$ cat config.mk
export PLATFORM = sky130hd
export DESIGN_NAME = cnn_layer_sequencer_flat
export DESIGN_NICKNAME = d
export VERILOG_FILES = /design/src/rtl/cnn_layer_sequencer_pkg.sv /design/src/rtl/cnn_layer_sequencer_if.sv /design/src/rtl/cnn_layer_sequencer_watchdog.sv /design/src/rtl/cnn_layer_sequencer.sv /design/src/flat_wrapper.sv
export SDC_FILE = /design/constraint.sdc
export NUM_CORES = 1
export LEC_CHECK = 0
export CAP_MARGIN = 20
export CORE_MARGIN = 3
export CORE_UTILIZATION = 55
export CTS_CLUSTER_DIAMETER = 200
export CTS_CLUSTER_SIZE = 40
export DETAILED_ROUTE_END_ITERATION = 10
export PLACE_DENSITY_LB_ADDON = 0.3
export REMOVE_ABC_BUFFERS = 1
export SLEW_MARGIN = 40
export SYNTH_ARGS = -nofsm -noshare
export SYNTH_HDL_FRONTEND = slang
export SYNTH_SLANG_ARGS = --single-unit
$ cat constraint.sdc
create_clock -name clk -period 5 [get_ports clk]
set_input_delay 1.5 -clock clk [delete_from_list [all_inputs] [get_ports clk]]
set_output_delay 1.5 -clock clk [all_outputs]
set_load 0.005 [all_outputs]
$ cat src/rtl/cnn_layer_sequencer_pkg.sv
// Shared types and defaults for the CNN layer sequencer.
package cnn_pkg;

  localparam int CNN_NUM_LAYERS  = 5;
  localparam int DEFAULT_TIMEOUT = 200000;

  typedef enum logic [2:0] {
    IDLE,
    LAUNCH,
    WAIT,
    FINISH,
    ERROR
  } seq_state_t;

endpackage

$ cat src/rtl/cnn_layer_sequencer_if.sv
// Host and layer-engine handshake bundle for cnn_layer_sequencer.
// slave = sequencer side, master = host/engine side.
interface cnn_layer_sequencer_if #(
  parameter int NUM_LAYERS = 5
);
  localparam int LW = (NUM_LAYERS > 1) ? $clog2(NUM_LAYERS) : 1;

  logic                  run;
  logic                  abort;
  logic [NUM_LAYERS-1:0] bypass;
  logic                  busy;
  logic                  done;
  logic                  error;
  logic [LW-1:0]         err_layer;
  logic [LW-1:0]         cur_layer;
  logic [NUM_LAYERS-1:0] layer_start;
  logic [NUM_LAYERS-1:0] layer_done;

  modport slave (
    input  run, abort, bypass, layer_done,
    output busy, done, error, err_layer, cur_layer, layer_start
  );

  modport master (
    output run, abort, bypass, layer_done,
    input  busy, done, error, err_layer, cur_layer, layer_start
  );

endinterface

$ cat src/rtl/cnn_layer_sequencer_watchdog.sv
// Per-layer watchdog: expire fires on the last allowed WAIT cycle.
module seq_watchdog #(
  parameter  int TIMEOUT_CYCLES = 200000,
  localparam int TO_W           = $clog2(TIMEOUT_CYCLES + 1)
) (
  input  logic clk,
  input  logic reset,
  input  logic clr,
  input  logic en,
  output logic expire
);

  logic [TO_W-1:0] count;

  always_ff @(posedge clk or posedge reset) begin
    if (reset)
      count <= '0;
    else if (clr)
      count <= '0;
    else if (en && count != TO_W'(TIMEOUT_CYCLES))
      count <= count + TO_W'(1);
  end

  assign expire = en && (count == TO_W'(TIMEOUT_CYCLES - 1));

endmodule

$ cat src/rtl/cnn_layer_sequencer.sv
// In-order launcher for the CNN layer engines with bypass mask and watchdog.
// Optional feature: define PERF_CNT_EN for per-layer WAIT cycle counters.
module cnn_layer_sequencer
  import cnn_pkg::*;
#(
  parameter  int NUM_LAYERS     = CNN_NUM_LAYERS,
  parameter  int TIMEOUT_CYCLES = DEFAULT_TIMEOUT,
  localparam int LW             = (NUM_LAYERS > 1) ? $clog2(NUM_LAYERS) : 1
) (
  input  logic                  clk,
  input  logic                  reset,
  cnn_layer_sequencer_if.slave  bus
`ifdef PERF_CNT_EN
  ,
  input  logic [LW-1:0]         perf_sel,
  output logic [31:0]           perf_cycles
`endif
);

  seq_state_t            state, state_n;
  logic [LW-1:0]         cur, cur_n;
  logic [NUM_LAYERS-1:0] byp;
  logic                  run_acc;
  logic                  expire;

  logic                  busy_q, done_q, error_q;
  logic [LW-1:0]         err_layer_q;
  logic [NUM_LAYERS-1:0] start_q, start_n;

  // Scan source: on acceptance the incoming mask from layer 0, otherwise the
  // latched mask from cur+1 (kept one bit wider so the top layer cannot wrap).
  logic                  accepting;
  logic [NUM_LAYERS-1:0] scan_mask;
  logic [LW:0]           scan_from;
  logic                  found;
  logic [LW-1:0]         found_idx;

  assign accepting = (state == IDLE) || (state == ERROR);
  assign scan_mask = accepting ? bus.bypass : byp;
  assign scan_from = accepting ? '0 : ({1'b0, cur} + (LW+1)'(1));

  always_comb begin
    found     = 1'b0;
    found_idx = '0;
    for (int unsigned i = 0; i < NUM_LAYERS; i++) begin
      if (!found && i >= 32'(scan_from) && !scan_mask[i]) begin
        found     = 1'b1;
        found_idx = LW'(i);
      end
    end
  end

  seq_watchdog #(
    .TIMEOUT_CYCLES(TIMEOUT_CYCLES)
  ) u_wdog (
    .clk   (clk),
    .reset (reset),
    .clr   (state == LAUNCH),
    .en    (state == WAIT),
    .expire(expire)
  );

  always_comb begin
    state_n = state;
    cur_n   = cur;
    run_acc = 1'b0;
    start_n = '0;
    unique case (state)
      IDLE, ERROR: begin
        if (bus.run) begin
          run_acc = 1'b1;
          if (found) begin
            state_n = LAUNCH;
            cur_n   = found_idx;
          end else begin
            state_n = FINISH;
          end
        end
      end
      LAUNCH: state_n = WAIT;
      WAIT: begin
        // done on the expiry cycle still counts as completion
        if (bus.layer_done[cur]) begin
          if (found) begin
            state_n = LAUNCH;
            cur_n   = found_idx;
          end else begin
            state_n = FINISH;
          end
        end else if (expire) begin
          state_n = ERROR;
        end
      end
      FINISH:  state_n = IDLE;
      default: state_n = IDLE;
    endcase
    if (bus.abort) begin
      state_n = IDLE;
      cur_n   = cur;
      run_acc = 1'b0;
    end
    if (state_n == LAUNCH)
      start_n[cur_n] = 1'b1;
  end

  always_ff @(posedge clk or posedge reset) begin
    if (reset) begin
      state       <= IDLE;
      cur         <= '0;
      byp         <= '0;
      busy_q      <= 1'b0;
      done_q      <= 1'b0;
      error_q     <= 1'b0;
      err_layer_q <= '0;
      start_q     <= '0;
    end else begin
      state   <= state_n;
      cur     <= cur_n;
      start_q <= start_n;
      busy_q  <= (state_n == LAUNCH) || (state_n == WAIT) || (state_n == FINISH);
      done_q  <= (state_n == FINISH);
      if (run_acc)
        byp <= bus.bypass;
      if (bus.abort || run_acc) begin
        error_q <= 1'b0;
      end else if (state == WAIT && state_n == ERROR) begin
        error_q     <= 1'b1;
        err_layer_q <= cur;
      end
    end
  end

  assign bus.busy        = busy_q;
  assign bus.done        = done_q;
  assign bus.error       = error_q;
  assign bus.err_layer   = err_layer_q;
  assign bus.cur_layer   = cur;
  assign bus.layer_start = start_q;

`ifdef PERF_CNT_EN
  logic [31:0] perf_cnt [NUM_LAYERS];

  always_ff @(posedge clk or posedge reset) begin
    if (reset) begin
      for (int unsigned i = 0; i < NUM_LAYERS; i++)
        perf_cnt[i] <= '0;
    end else begin
      for (int unsigned i = 0; i < NUM_LAYERS; i++) begin
        if (run_acc)
          perf_cnt[i] <= '0;
        else if (state == WAIT && 32'(cur) == i && perf_cnt[i] != '1)
          perf_cnt[i] <= perf_cnt[i] + 32'd1;
      end
    end
  end

  assign perf_cycles = (int'(perf_sel) < NUM_LAYERS) ? perf_cnt[perf_sel] : '0;
`endif

endmodule

$ cat src/flat_wrapper.sv
// flat-port wrapper written by rule: the top's interface ports become plain ports
module cnn_layer_sequencer_flat import cnn_pkg::*;
#(
  parameter  int NUM_LAYERS     = CNN_NUM_LAYERS,
  parameter  int TIMEOUT_CYCLES = DEFAULT_TIMEOUT,
  localparam int LW             = (NUM_LAYERS > 1) ? $clog2(NUM_LAYERS) : 1
)
  (clk, reset, bus_run, bus_abort, bus_bypass, bus_layer_done, bus_busy, bus_done, bus_error, bus_err_layer, bus_cur_layer, bus_layer_start);
  cnn_layer_sequencer_if #(.NUM_LAYERS(NUM_LAYERS)) bus_i ();
  input  logic clk;
  input  logic reset;
  input wire logic [$bits(bus_i.run)-1:0] bus_run;
  input wire logic [$bits(bus_i.abort)-1:0] bus_abort;
  input wire logic [$bits(bus_i.bypass)-1:0] bus_bypass;
  input wire logic [$bits(bus_i.layer_done)-1:0] bus_layer_done;
  output wire logic [$bits(bus_i.busy)-1:0] bus_busy;
  output wire logic [$bits(bus_i.done)-1:0] bus_done;
  output wire logic [$bits(bus_i.error)-1:0] bus_error;
  output wire logic [$bits(bus_i.err_layer)-1:0] bus_err_layer;
  output wire logic [$bits(bus_i.cur_layer)-1:0] bus_cur_layer;
  output wire logic [$bits(bus_i.layer_start)-1:0] bus_layer_start;
  assign bus_i.run = bus_run;
  assign bus_i.abort = bus_abort;
  assign bus_i.bypass = bus_bypass;
  assign bus_i.layer_done = bus_layer_done;
  assign bus_busy = bus_i.busy;
  assign bus_done = bus_i.done;
  assign bus_error = bus_i.error;
  assign bus_err_layer = bus_i.err_layer;
  assign bus_cur_layer = bus_i.cur_layer;
  assign bus_layer_start = bus_i.layer_start;
  cnn_layer_sequencer #(.NUM_LAYERS(NUM_LAYERS), .TIMEOUT_CYCLES(TIMEOUT_CYCLES)) u_core (.clk(clk), .reset(reset), .bus(bus_i));
endmodule
==> run_results.csv <==
group,metric,value,unit
global_route,grt_max_degree,41,
global_route,grt_pass1_vias,1834,
global_route,grt_pass1_wl,8.65,mm
setup_path,r2r-end,"u_core.bus.layer_start[1]$_DFF_PP0_",
sta,max_freq,276,MHz
pwr,combPwrFrac,38.9,%
pwr,finalPower,1.18,mW
logic_synthesis,ys_seq_elements,40,
clocking,cts_setup_buffers,0,
clocking,clock_sinks,40,
pwr,peakVddDrop,0.000271,V
cells_and_area,n_antenna_cell,0,
logic_synthesis,synth_top_flop_cell,"dfrtp_1",
sta,finClkSkew,8.50,ps
setup_path,critical_path_required,5210,ps
die,dieArea,0.00490,mm^2
pwr,power.leakage,1.13,nW
setup_path,worstSetupPathType,"primary input to flip-flop",
logic_synthesis,yosysTopAreaCellShare,44.4,%
pwr,power_switching,0.446,mW
placement,io_buffers,27,
die,ios,28,
die,die_h,70.0,um
logic_synthesis,ys_seq_area_share,44.4,%
route,drc_errors,0,
global_route,track_usage,21.8,%
cells_and_area,area_growth_syn_to_layout,18.7,%
logic_synthesis,netlist_area,0.00225,mm^2
route,wl,5.10,mm
logic_synthesis,synthesis.instances,232,
clocking,cts_hold_buf,0,
clocking,cts_resized,0,
setup_path,crit_fanout,4,
placement,placed_cell_area,0.00256,mm^2
setup_path,cp-start-kind,"primary input",
sta,min_period,3630,ps
pwr,power.density,442,mW/mm^2
clocking,htreeDepth,2,
pwr,seqPwrFrac,38.8,%
route,detailroute.via_count,1897,
logic_synthesis,synth.area.top_cells,"dfrtp_1, nor2_1, mux2_2",
logic_synthesis,synth_top_cell_by_area,"dfrtp_1",
pwr,internal_power,0.736,mW
cells_and_area,fin_area,0.00268,mm^2
setup_path,critPathArrivalTime,3830,ps
setup_path,crit_path_cell_trace,"clkdlybuf4s50_1 -> or3b_1 -> a222oi_1 -> a21oi_1 -> o21ai_0 -> nor3b_1",
die,start_util,59.3,%
logic_synthesis,yosys_warnings,0,
route,first_pass_iters,4,
logic_synthesis,synth.avg_cell_area,9.71,um^2
placement,place.gp.congestion,0.811,
setup_path,critPathLaunch,"bus_layer_done[4]",
setup_path,path_delay_family,"compound AO/OA/AOI/OAI gates",
min_path,hold_class,"flip-flop to flip-flop",
sta,relSlewSlack,52.0,%
route,post_drt_wl_per_cell,16.5,um
setup_path,slowest_delay,690,ps
clocking,clk_latency,290,ps
setup_path,cp-end-kind,"flip-flop",
setup_path,rrSetupSlack,2350,ps
route,via_per_inst,6.14,
min_path,whs_path_depth,1,
sta,fin_tns_setup,0,ps
logic_synthesis,ys_types,54,
status,status,"finished, final reports clean",
sta,fin_crit_sh,72.5,%
die,core_area,0.00380,mm^2
setup_path,crit_slowest_cell,"a222oi_1",
sta,hold_viol_final,0,
route,ant_nets,0,
setup_path,crit_cells,6,
setup_path,rr_startpoint,"u_core.bus.cur_layer[0]$_DFF_PP0_",
sta,rsz0062_at_grt,"false",
clocking,cts_tree,"done",
cells_and_area,final_util,70.4,%
route,first_iter_violations,200,
die,rows,22,
global_route,antenna_found_initial,0,
die,die_w,70.0,um
clocking,numCtsBuffers,5,
setup_path,crit_buf_inv,1,
sta,finalSetupViolations,0,
pwr,swShare,37.7,%
job,drv_cap,0,
clocking,clock-root-buffer,"clkbuf_8",
cells_and_area,drive_gt1_share,11.1,%
logic_synthesis,synthArstFlopShare,100,%
clocking,clkTransAtPathRegs,80,ps
setup_path,ff2ff_path_depth,5,
setup_path,endpoint,"u_core.bus.layer_start[1]$_DFF_PP0_",
logic_synthesis,synth_edf_count,0,
placement,detailedPlacementHpwl,3.53,mm
pwr,clockPowerShare,22.3,%
sta,worst_slew_pin_slew,714,ps
global_route,grt-ovfl-total,0,
sta,final_max_slew_viol_count,0,
clocking,clk_path_buf_depth,2,
cells_and_area,nets,277,
-- power by group through the flow --
stage | logic [mW] | clock network (mW) | registers [mW]
after floorplan | 0.315 | 0 | 0.438
after global placement | 0.440 | 0 | 0.460
after detailed placement | 0.451 | 0 | 0.461
after CTS | 0.457 | 0.264 | 0.456
after global routing | 0.505 | 0.281 | 0.470
final | 0.460 | 0.263 | 0.459
-- cell usage in the layout, fill, tap and decap left out, types with 7 or more instances in the layout --
cell             instances
dfrtp_1                 40
clkdlybuf4s50_1         27
nor2_1                  25
nand2_1                 14
a21oi_1                 11
o21ai_0                 10
nand3_1                  9
nor3_1                   9
mux2_2                   8
xor2_1                   7
-- layout make-up --
class                      count  area, um^2
tap                           48        60.1
timing repair buffer          30         293
sequential                    40        1000
fill                         287        1120
multi-input combinational    178        1190
clock inverter                 3        42.5
clock buffer                   5        68.8
inverter                       5        18.8
-- sequential cells by signal, indices dropped and copies added, names as in the netlist --
signal                  cells
u_core.bus.error            1
u_core.byp                  5
u_core.state                3
u_core.bus.done             1
u_core.bus.cur_layer        3
u_core.bus.err_layer        3
u_core.bus.busy             1
u_core.bus.layer_start      5
u_core.u_wdog.count        18
-- how the worst min path moves through the flow --
| stage | endpoint | start |
|---|---|---|
| 4_1_cts | u_core.byp[4]$_DFFE_PP0P_ | u_core.byp[4]$_DFFE_PP0P_ |
| 2_1_floorplan | u_core.byp[4]$_DFFE_PP0P_ | u_core.byp[4]$_DFFE_PP0P_ |
| 6_report | u_core.byp[4]$_DFFE_PP0P_ | u_core.byp[4]$_DFFE_PP0P_ |
| 3_5_place_dp | u_core.byp[4]$_DFFE_PP0P_ | u_core.byp[4]$_DFFE_PP0P_ |
| 5_1_grt | u_core.byp[4]$_DFFE_PP0P_ | u_core.byp[4]$_DFFE_PP0P_ |
| 3_3_place_gp | u_core.bus.err_layer[1]$_DFFE_PP0P_ | u_core.bus.err_layer[1]$_DFFE_PP0P_ |
-- cells by family after synthesis --
group,Yosys count,share of synthesized area (%)
buf+inv,14,2.72
xor+xnor,11,4.28
flops,40,44.4
simple gates,96,23.6
fa+ha+maj,3,1.67
compound gates,56,17.5
mux,12,5.77
-- routing by layer --
metal | global-route usage [%] | part of all wire (%)
met1 | 32.2 | 49
met5 | 0 | 0
met4 | 6.81 | 1.2
met2 | 32.4 | 46
met3 | 4.03 | 4.6
-- stage by stage --
step                      hold slack, ps  cells  worst slack (ps)
after floorplan                      471    223              1860
after global placement               489    301              1240
after detailed placement             493    301              1120
after CTS                            511    309              1400
after global routing                 533    309              1290
final                                510    309              1370
-- cell usage after synthesis (2+ instances only) --
master / number
or3b_1: 2
or3_1: 5
and3_1: 3
xnor2_1: 4
o21ai_0: 10
nand4_1: 3
a211o_1: 2
o211ai_1: 3
a31oi_1: 2
nor2_1: 25
nor4_2: 2
nor3b_1: 4
nand2_1: 14
a32o_1: 2
o21a_1: 2
inv_1: 5
nor2b_1: 4
o21bai_1: 3
clkbuf_1: 7
mux2_2: 8
a21oi_1: 11
a2111oi_0: 2
o221ai_1: 2
a21o_1: 3
o2111ai_1: 4
ha_1: 3
nor3_1: 9
mux2i_1: 4
dfrtp_1: 40
nor4_1: 4
nand2b_1: 3
xor2_1: 7
nand3_1: 9
Note: power is estimated with default switching activity, not from simulation.
